### config.mk
export PLATFORM = sky130hd
export DESIGN_NAME = mul_share_arb
export DESIGN_NICKNAME = d
export VERILOG_FILES = /design/src/rtl/mul_share_arb.sv
export SDC_FILE = /design/constraint.sdc
export NUM_CORES = 1
export LEC_CHECK = 0
export ABC_AREA = 1
export CAP_MARGIN = 15
export CORE_ASPECT_RATIO = 1.25
export CORE_MARGIN = 10
export CORE_UTILIZATION = 40
export CTS_CLUSTER_SIZE = 14
export DETAILED_ROUTE_END_ITERATION = 16
export REMOVE_ABC_BUFFERS = 1
export SYNTH_ARGS = -nofsm -noshare
export SYNTH_HDL_FRONTEND = slang
export SYNTH_HIERARCHICAL = 1
export SYNTH_SLANG_ARGS = --single-unit
### constraint.sdc
create_clock -name clk -period 57.3 [get_ports clk]
set_input_delay 8.595 -clock clk [delete_from_list [all_inputs] [get_ports clk]]
set_output_delay 8.595 -clock clk [all_outputs]
set_load 0.05 [all_outputs]
### src/rtl/mul_share_arb.sv
// Shared-multiplier controller: arbitrates NREQ requesters onto one csam2c array multiplier.
// Define MULARB_FIXED_PRI_EN for fixed lowest-index-wins priority; otherwise round-robin.

// Functional model of the 16x16 two's-complement carry-save array: fifteen positive
// partial-product rows plus the negatively weighted sign row.
module csam2c (
  input  logic [15:0] x,
  input  logic [15:0] y,
  output logic [31:0] p
);
  logic [31:0] xs;
  logic [31:0] acc;

  always_comb begin
    xs  = {{16{x[15]}}, x};
    acc = '0;
    for (int i = 0; i < 15; i++) begin
      if (y[i]) acc = acc + (xs << i);
    end
    if (y[15]) acc = acc - (xs << 15);
    p = acc;
  end
endmodule

module mul_share_arb #(
  parameter int NREQ = 4,
  parameter int LAT  = 2
) (
  input  logic              clk,
  input  logic              reset,
  input  logic [NREQ-1:0]   req_valid,
  output logic [NREQ-1:0]   req_ready,
  input  logic [NREQ*16-1:0] req_x,
  input  logic [NREQ*16-1:0] req_y,
  output logic [NREQ-1:0]   rsp_valid,
  input  logic [NREQ-1:0]   rsp_ready,
  output logic [31:0]       rsp_p,
  output logic              busy,
  output logic [1:0]        dbg_state
);
  // Handshakes: a transfer happens on a rising edge where valid and ready are both high;
  // req_ready is offered only in IDLE, rsp_valid only in RESP, and RESP waits indefinitely.
  localparam int IW = (NREQ > 1) ? $clog2(NREQ) : 1;

  typedef enum logic [1:0] {
    ST_IDLE = 2'd0,
    ST_MUL  = 2'd1,
    ST_RESP = 2'd2
  } state_t;

  state_t            state_q, state_d;
  logic [15:0]       op_x_q, op_x_d;
  logic [15:0]       op_y_q, op_y_d;
  logic [IW-1:0]     gnt_idx_q, gnt_idx_d;
  logic [3:0]        cnt_q, cnt_d;
  logic [31:0]       rsp_p_q, rsp_p_d;
  logic [NREQ-1:0]   rsp_valid_q, rsp_valid_d;
  logic [31:0]       mul_p;
  logic [IW-1:0]     start_idx;
  logic [IW-1:0]     gnt;
  logic              gnt_found;
  logic [IW:0]       scan_sum;
  logic [15:0]       x_arr [NREQ];
  logic [15:0]       y_arr [NREQ];

`ifdef MULARB_FIXED_PRI_EN
  assign start_idx = '0;
`else
  logic [IW-1:0] ptr_q, ptr_d;
  assign start_idx = ptr_q;
`endif

  for (genvar i = 0; i < NREQ; i++) begin : g_unpack
    assign x_arr[i] = req_x[16*i+15:16*i];
    assign y_arr[i] = req_y[16*i+15:16*i];
  end

  // The array only ever sees the held operand registers, so its inputs are static in MUL.
  csam2c u_csam2c (
    .x (op_x_q),
    .y (op_y_q),
    .p (mul_p)
  );

  // First valid requester at or after start_idx, wrapping past NREQ-1.
  always_comb begin
    gnt_found = 1'b0;
    gnt       = '0;
    scan_sum  = '0;
    for (int k = 0; k < NREQ; k++) begin
      scan_sum = {1'b0, start_idx} + (IW+1)'(k);
      if (scan_sum >= (IW+1)'(NREQ)) scan_sum = scan_sum - (IW+1)'(NREQ);
      if (!gnt_found && req_valid[scan_sum[IW-1:0]]) begin
        gnt_found = 1'b1;
        gnt       = scan_sum[IW-1:0];
      end
    end
  end

  always_comb begin
    req_ready = '0;
    if (state_q == ST_IDLE && gnt_found && !reset) req_ready[gnt] = 1'b1;
  end

  always_comb begin
    state_d     = state_q;
    op_x_d      = op_x_q;
    op_y_d      = op_y_q;
    gnt_idx_d   = gnt_idx_q;
    cnt_d       = cnt_q;
    rsp_p_d     = rsp_p_q;
    rsp_valid_d = rsp_valid_q;
`ifndef MULARB_FIXED_PRI_EN
    ptr_d       = ptr_q;
`endif
    case (state_q)
      ST_IDLE: begin
        if (gnt_found) begin
          op_x_d    = x_arr[gnt];
          op_y_d    = y_arr[gnt];
          gnt_idx_d = gnt;
          cnt_d     = 4'(LAT - 1);
          state_d   = ST_MUL;
        end
      end
      ST_MUL: begin
        if (cnt_q == 4'd0) begin
          rsp_p_d                = mul_p;
          rsp_valid_d            = '0;
          rsp_valid_d[gnt_idx_q] = 1'b1;
          state_d                = ST_RESP;
        end else begin
          cnt_d = cnt_q - 4'd1;
        end
      end
      ST_RESP: begin
        if (rsp_ready[gnt_idx_q]) begin
          rsp_valid_d = '0;
          state_d     = ST_IDLE;
`ifndef MULARB_FIXED_PRI_EN
          ptr_d = (gnt_idx_q == IW'(NREQ - 1)) ? '0 : gnt_idx_q + IW'(1);
`endif
        end
      end
      default: state_d = ST_IDLE;
    endcase
  end

  always_ff @(posedge clk or posedge reset) begin
    if (reset) begin
      state_q     <= ST_IDLE;
      op_x_q      <= '0;
      op_y_q      <= '0;
      gnt_idx_q   <= '0;
      cnt_q       <= '0;
      rsp_p_q     <= '0;
      rsp_valid_q <= '0;
`ifndef MULARB_FIXED_PRI_EN
      ptr_q       <= '0;
`endif
    end else begin
      state_q     <= state_d;
      op_x_q      <= op_x_d;
      op_y_q      <= op_y_d;
      gnt_idx_q   <= gnt_idx_d;
      cnt_q       <= cnt_d;
      rsp_p_q     <= rsp_p_d;
      rsp_valid_q <= rsp_valid_d;
`ifndef MULARB_FIXED_PRI_EN
      ptr_q       <= ptr_d;
`endif
    end
  end

  assign rsp_valid = rsp_valid_q;
  assign rsp_p     = rsp_p_q;
  assign busy      = (state_q != ST_IDLE);
  assign dbg_state = state_q;

endmodule

Word level (Yosys, flattened, before mapping)
Index checks and enable logic that the tools add are counted.
{ "op_classes": {"n_addsub": 24, "n_lt_le_gt_ge": 13, "eq_ne": 7, "muxes": 60, "bitwise": 1, "reduce_logical": 22} }
{ "op_table": {"columns": ["operator", "count"], "rows": [
  ["two-way mux 32 bit", 16],
  ["adder 32 bit", 14],
  ["binary-select mux 16 bit (select 2 bit)", 2],
  ["two-way mux 16 bit", 4],
  ["subtractor 32 bit", 1],
  ["two-way mux 2 bit", 12],
  ["two-way mux 4 bit", 5],
  ["less-than comparator 2 x 3 -> 1 bit (second input constant)", 6],
  ["case mux 4 bit (2 select lines)", 2],
  ["greater-or-equal comparator 3 bit (second input constant)", 4],
  ["two-way mux 1 bit", 11],
  ["binary-select mux 1 bit (select 2 bit)", 5],
  ["AND reduction 3 bit", 3],
  ["inequality test 2 bit (second input constant)", 4],
  ["subtractor 2 x 1 -> 2 bit (second input constant)", 4],
  ["logical AND 1 bit", 7],
  ["adder 2 x 2 -> 3 bit (second input constant)", 2],
  ["case mux 2 bit (3 select lines)", 1],
  ["AND reduction 2 bit", 3],
  ["nonzero test 2 bit", 3],
  ["demux 1 bit (select 2 bit)", 2],
  ["== test 2 bit (second input constant)", 2],
  ["greater-or-equal comparator 2 x 1 -> 1 bit (second input constant)", 2],
  ["zero test 1 bit", 4],
  ["other kinds (8)", 8]
]} }
{ "word_totals": {"ff_bits": 78, "in_bits": 138, "out_inout_bits": 43, "word_cells": 135} }

Longest topological paths before layout
{ "logic_depth": {"ltp_word": 31, "ltp_mapped": 144, "ltp_nobuf": 142} }

Modules after synthesis
The synthesis kept the hierarchy.
{ "by_module_without_submodules": {"columns": ["module", "n_inst", "cells_each", "area_per_inst_um2", "seq_area_each_um2"], "rows": [
  ["csam2c", 1, 3841, 22228.8, 0.0],
  ["mul_share_arb", 1, 660, 4699.5, 1951.9]
]} }

Least setup slack after synthesis
Ideal clock, no wire load.
{ "synth_timing": {"path_kind": "input-to-output", "startpoint": "input reset", "endpoint": "output req_ready[0]", "arrival_ns": 11.721, "required_time_ns": 48.705, "setup_slack_ns": 36.984, "cell_stages": 3, "path_buffers": 0, "cell_sequence": "inv_1 -> nand2_1 -> nor3_1"} }
{ "synth_between": {"elab_chain_cells": 3} }
{ "synth_lines": {"columns": ["element", "line_no", "source"], "rows": [
  ["start, declared", "30", "input logic reset,"],
  ["zero test 1 bit (no line)", null, null],
  ["logical AND 1 bit", "102", "if (state_q == ST_IDLE && gnt_found && !reset) req_ready[gnt] = 1'b1;"],
  ["two-way mux 4 bit", "102", null],
  ["end, declared", "32", "output logic [NREQ-1:0] req_ready,"]
]} }
Every way passes these cells.

Worst setup path after layout
{ "layout_timing": {"startpoint": "register op_y_q[0]", "endpoint": "register rsp_p_q[31] (netlist: rsp_p[31])"} }
{ "layout_between": {"elab_chain_cells": 31} }
{ "layout_lines": {"columns": ["element", "line_no", "source"], "rows": [
  ["start, declared", "53", "logic [15:0] op_y_q, op_y_d;"],
  ["start signal, assigned", "164", "op_y_q <= op_y_d;"],
  ["two-way mux 32 bit (*)", "18", "if (y[i]) acc = acc + (xs << i);"],
  ["adder 32 bit", "18", null],
  ["two-way mux 32 bit (*)", "18", null],
  ["adder 32 bit", "18", null],
  ["two-way mux 32 bit (*)", "18", null],
  ["adder 32 bit", "18", null],
  ["two-way mux 32 bit (*)", "18", null],
  ["adder 32 bit", "18", null],
  ["[... 16 more ...]", null, null],
  ["two-way mux 32 bit (*)", "18", null],
  ["adder 32 bit", "18", null],
  ["two-way mux 32 bit (*)", "18", null],
  ["adder 32 bit", "18", null],
  ["two-way mux 32 bit (*)", "18", null],
  ["subtractor 32 bit", "20", "if (y[15]) acc = acc - (xs << 15);"],
  ["two-way mux 32 bit (*)", "20", null],
  ["via mul_p[31]", "58", "logic [31:0] mul_p;"],
  ["end signal, assigned", "167", "rsp_p_q <= rsp_p_d;"],
  ["end, declared", "56", "logic [31:0] rsp_p_q, rsp_p_d;"]
]} }
Mark *: on every way through the listed nets, which the timed path passes. The rest lies on a longest branch.
A chain may end at the register's enable or synchronous reset.

==> flow_summary_export.csv <==
group,metric,value,unit
drt,viasPerCell,5.38,
drt,routedWlPerCell,17.4,microns
run_status,outcome,"finished, final reports clean",
layout,antennaDiodeCount,0,
global_routing,grt_pass1_vias,28400,
critical_path,slowest_stage,"dfrtp_1",
critical_path,worstSetupPathType,"flip-flop to flip-flop",
critical_path,critPathBufInv,7,
layout,area_growth,10.7,%
timing,fmax,0.0434,GHz
drt,first_pass_iters,6,
drt,ant_nets,0,
global_routing,grt_usage,23.7,%
floorplanning,die_y,310,microns
clock_network,clk_pin_slew_worst_paths,0.07,ns
floorplanning,ios,181,
clock_network,clockBufferDepth,2,
timing,setup_viol,0,
layout,final_nets,5113,
synthesis,ys_warn_count,6,
critical_path,crit_path_start_kind,"flip-flop",
timing,rsz0062_at_grt,"no",
critical_path,r2r_cells,124,
synthesis,synth-edff-count,0,
synthesis,synthDistinctLibCells,59,
timing,report.final.slew_viol_count,0,
critical_path,cp_top_family,"compound AO/OA/AOI/OAI gates",
synthesis,ys_seq_area_share,7.25,%
timing,finalCritPeriodShare,40.2,%
timing,tns,0,ns
critical_path,crit_arrival,23.26,ns
synthesis,ys_seq_elements,78,
timing,fin_worst_skew,0.0103,ns
timing,worstMarginPinSlew,1.11,ns
layout,finish.utilization,44.6,%
worst_hold_path,hold_path.class,"flip-flop to flip-flop",
synthesis,syn_inst,4501,
synthesis,synthArstFlopShare,100,%
critical_path,required,57.55,ns
synthesis,avgSynthCellArea,5.98,sq um
layout,drive_above_1_share,8.38,%
clock_network,cts_tree,"done",
floorplanning,die_w,252,microns
place,gp_congestion,0.983,
clock_network,cts_resized,0,
clock_network,cts_num_sinks,78,
global_routing,grt_pass1_wl,151000,microns
drt,drt_iter0_drc,1726,
critical_path,end_kind,"flip-flop",
floorplanning,start_util,40.3,%
clock_network,root_buffer,"clkbuf_16",
worst_hold_path,min_path_cells,1,
global_routing,antenna_found_initial,1,
floorplanning,die_area,78200,sq um
clock_network,cts_hold_buf,0,
place,port_buffers,180,
clock_network,insertion_delay,0.36,ns
clock_network,numCtsBuffers,9,
place,dpl.hpwl,79900,microns
global_routing,grt_overflow,0,
timing,period_minus_slack,23.02,ns
drt,vias,29600,
drt,drt_wl_total,95600,microns
global_routing,grt_max_degree,72,
critical_path,cp_common_cell,"nand2_1",
clock_network,htree_levels,3,
floorplanning,core,66800,sq um
timing,relSlewSlack,25.7,%
synthesis,ys.flop_type,"dfrtp_1",
timing,hold_viol,0,
critical_path,slowest_delay,0.98,ns
critical_path,crit_fanout,25,
critical_path,crit_cells,124,
floorplanning,row_count,106,
clock_network,cts_setup_buffers,0,
flow_run,max_cap_violations,0,
synthesis,synthesis.area,26900,sq um
drt,route.detailed.drc,0,
[per-layer routing]
layer  part of all wire, %  track usage [%]  up-vias
met3                   2.8             1.79      145
li1                      -                -    15300
met2                    52             45.0      544
met1                    42             27.2    13600
met4                   3.9             8.63        0
met5                     0                0        -
[cells in the mapped netlist, types with 32 or more instances]
| cell | number | share of area (%) |
|---|---|---|
| nand2_1 | 1392 | 19 |
| inv_1 | 447 | 6.2 |
| a21oi_1 | 369 | 6.9 |
| nand3_1 | 365 | 6.8 |
| ha_1 | 338 | 16 |
| o21ai_0 | 219 | 4.1 |
| nor2_1 | 218 | 3.0 |
| nand3_2 | 148 | 5.5 |
| xor2_1 | 126 | 4.1 |
| and2_1 | 98 | 2.3 |
| dfrtp_1 | 78 | 7.2 |
| xnor2_1 | 76 | 2.5 |
| nor3_1 | 51 | 0.95 |
| nand4_1 | 47 | 1.1 |
| or2_2 | 46 | 1.1 |
| o21ai_1 | 38 | 0.71 |
| clkbuf_1 | 35 | 0.49 |
| nand2_2 | 35 | 0.81 |
| buf_2 | 34 | 0.63 |
| mux2_2 | 32 | 1.3 |
[cell usage in the layout, fill, tap and decap left out, drive strengths merged, types with 5 or more instances in the layout]
cell           instances
nand2               1435
nand3                514
inv                  460
a21oi                372
ha                   338
o21ai                286
nor2                 226
clkdlybuf4s50        180
xor2                 126
and2                  98
dfrtp                 78
xnor2                 76
or2                   54
nor3                  53
nand4                 47
buf                   39
mux2                  32
o21bai                31
a31oi                 28
a21boi                21
a21o                  20
nor4                  18
nand3b                15
fa                    14
clkbuf                10
o21a                  10
o211ai                 9
clkinv                 8
and3                   5
[path summary, 6_finish.rpt]
path	startpoint	end	slack (ns)
worst max-delay path	op_y_q[0]	rsp_p[31]	34.28
min in group asynchronous	reset	rsp_p[22]	8.57
max in group asynchronous	reset	op_x_q[15]	47.57
worst max register to register	op_y_q[0]	rsp_p[31]	34.28
worst min-delay path	rsp_p[20]	rsp_p[20]	0.51
worst min register to register	rsp_p[20]	rsp_p[20]	0.51
[layout make-up]
class | count | area [sq um]
Sequential cell | 78 | 1960
Clock inverter | 6 | 67.6
Timing Repair Buffer | 219 | 2090
Multi-Input combinational cell | 3850 | 22600
Inverter | 465 | 1750
Clock buffer | 10 | 239
Tap cell | 864 | 1080
Fill cell | 7410 | 37000
[cells by family (layout without fill, tap and decap cells)]
logic type | Yosys count | in the layout | synth area share [%]
buffers and inverters | 573 | 700 | 8.75
AND/OR/NAND/NOR | 2466 | 2466 | 42.8
multiplexers | 32 | 32 | 1.34
adder cells (fa/ha/maj) | 352 | 352 | 16.7
flip-flops | 78 | 78 | 7.25
AO/OA/AOI/OAI | 798 | 798 | 16.6
XOR/XNOR | 202 | 202 | 6.57
[metrics by stage]
step                instance area (sq um)  std cells  hold WS [ns]  worst slack [ns]
floorplan                           26300       4393         0.463             36.58
global placement                    29500       5476         0.489             34.73
detailed placement                  29500       5476         0.495             34.64
CTS                                 29800       5492         0.506             34.55
global route                        29800       5492         0.526             32.52
finish                              29800       5492         0.506             34.28
[sequential cells by signal, summed over array words and instances (netlist names)]
signal	flops
cnt_q	4
op_y_q	16
ptr_q	2
dbg_state	2
gnt_idx_q	2
op_x_q	16
rsp_valid	4
rsp_p	32
Power is not shown: default switching activity piles up to over one toggle a cycle in this logic, so the estimate is an artifact.
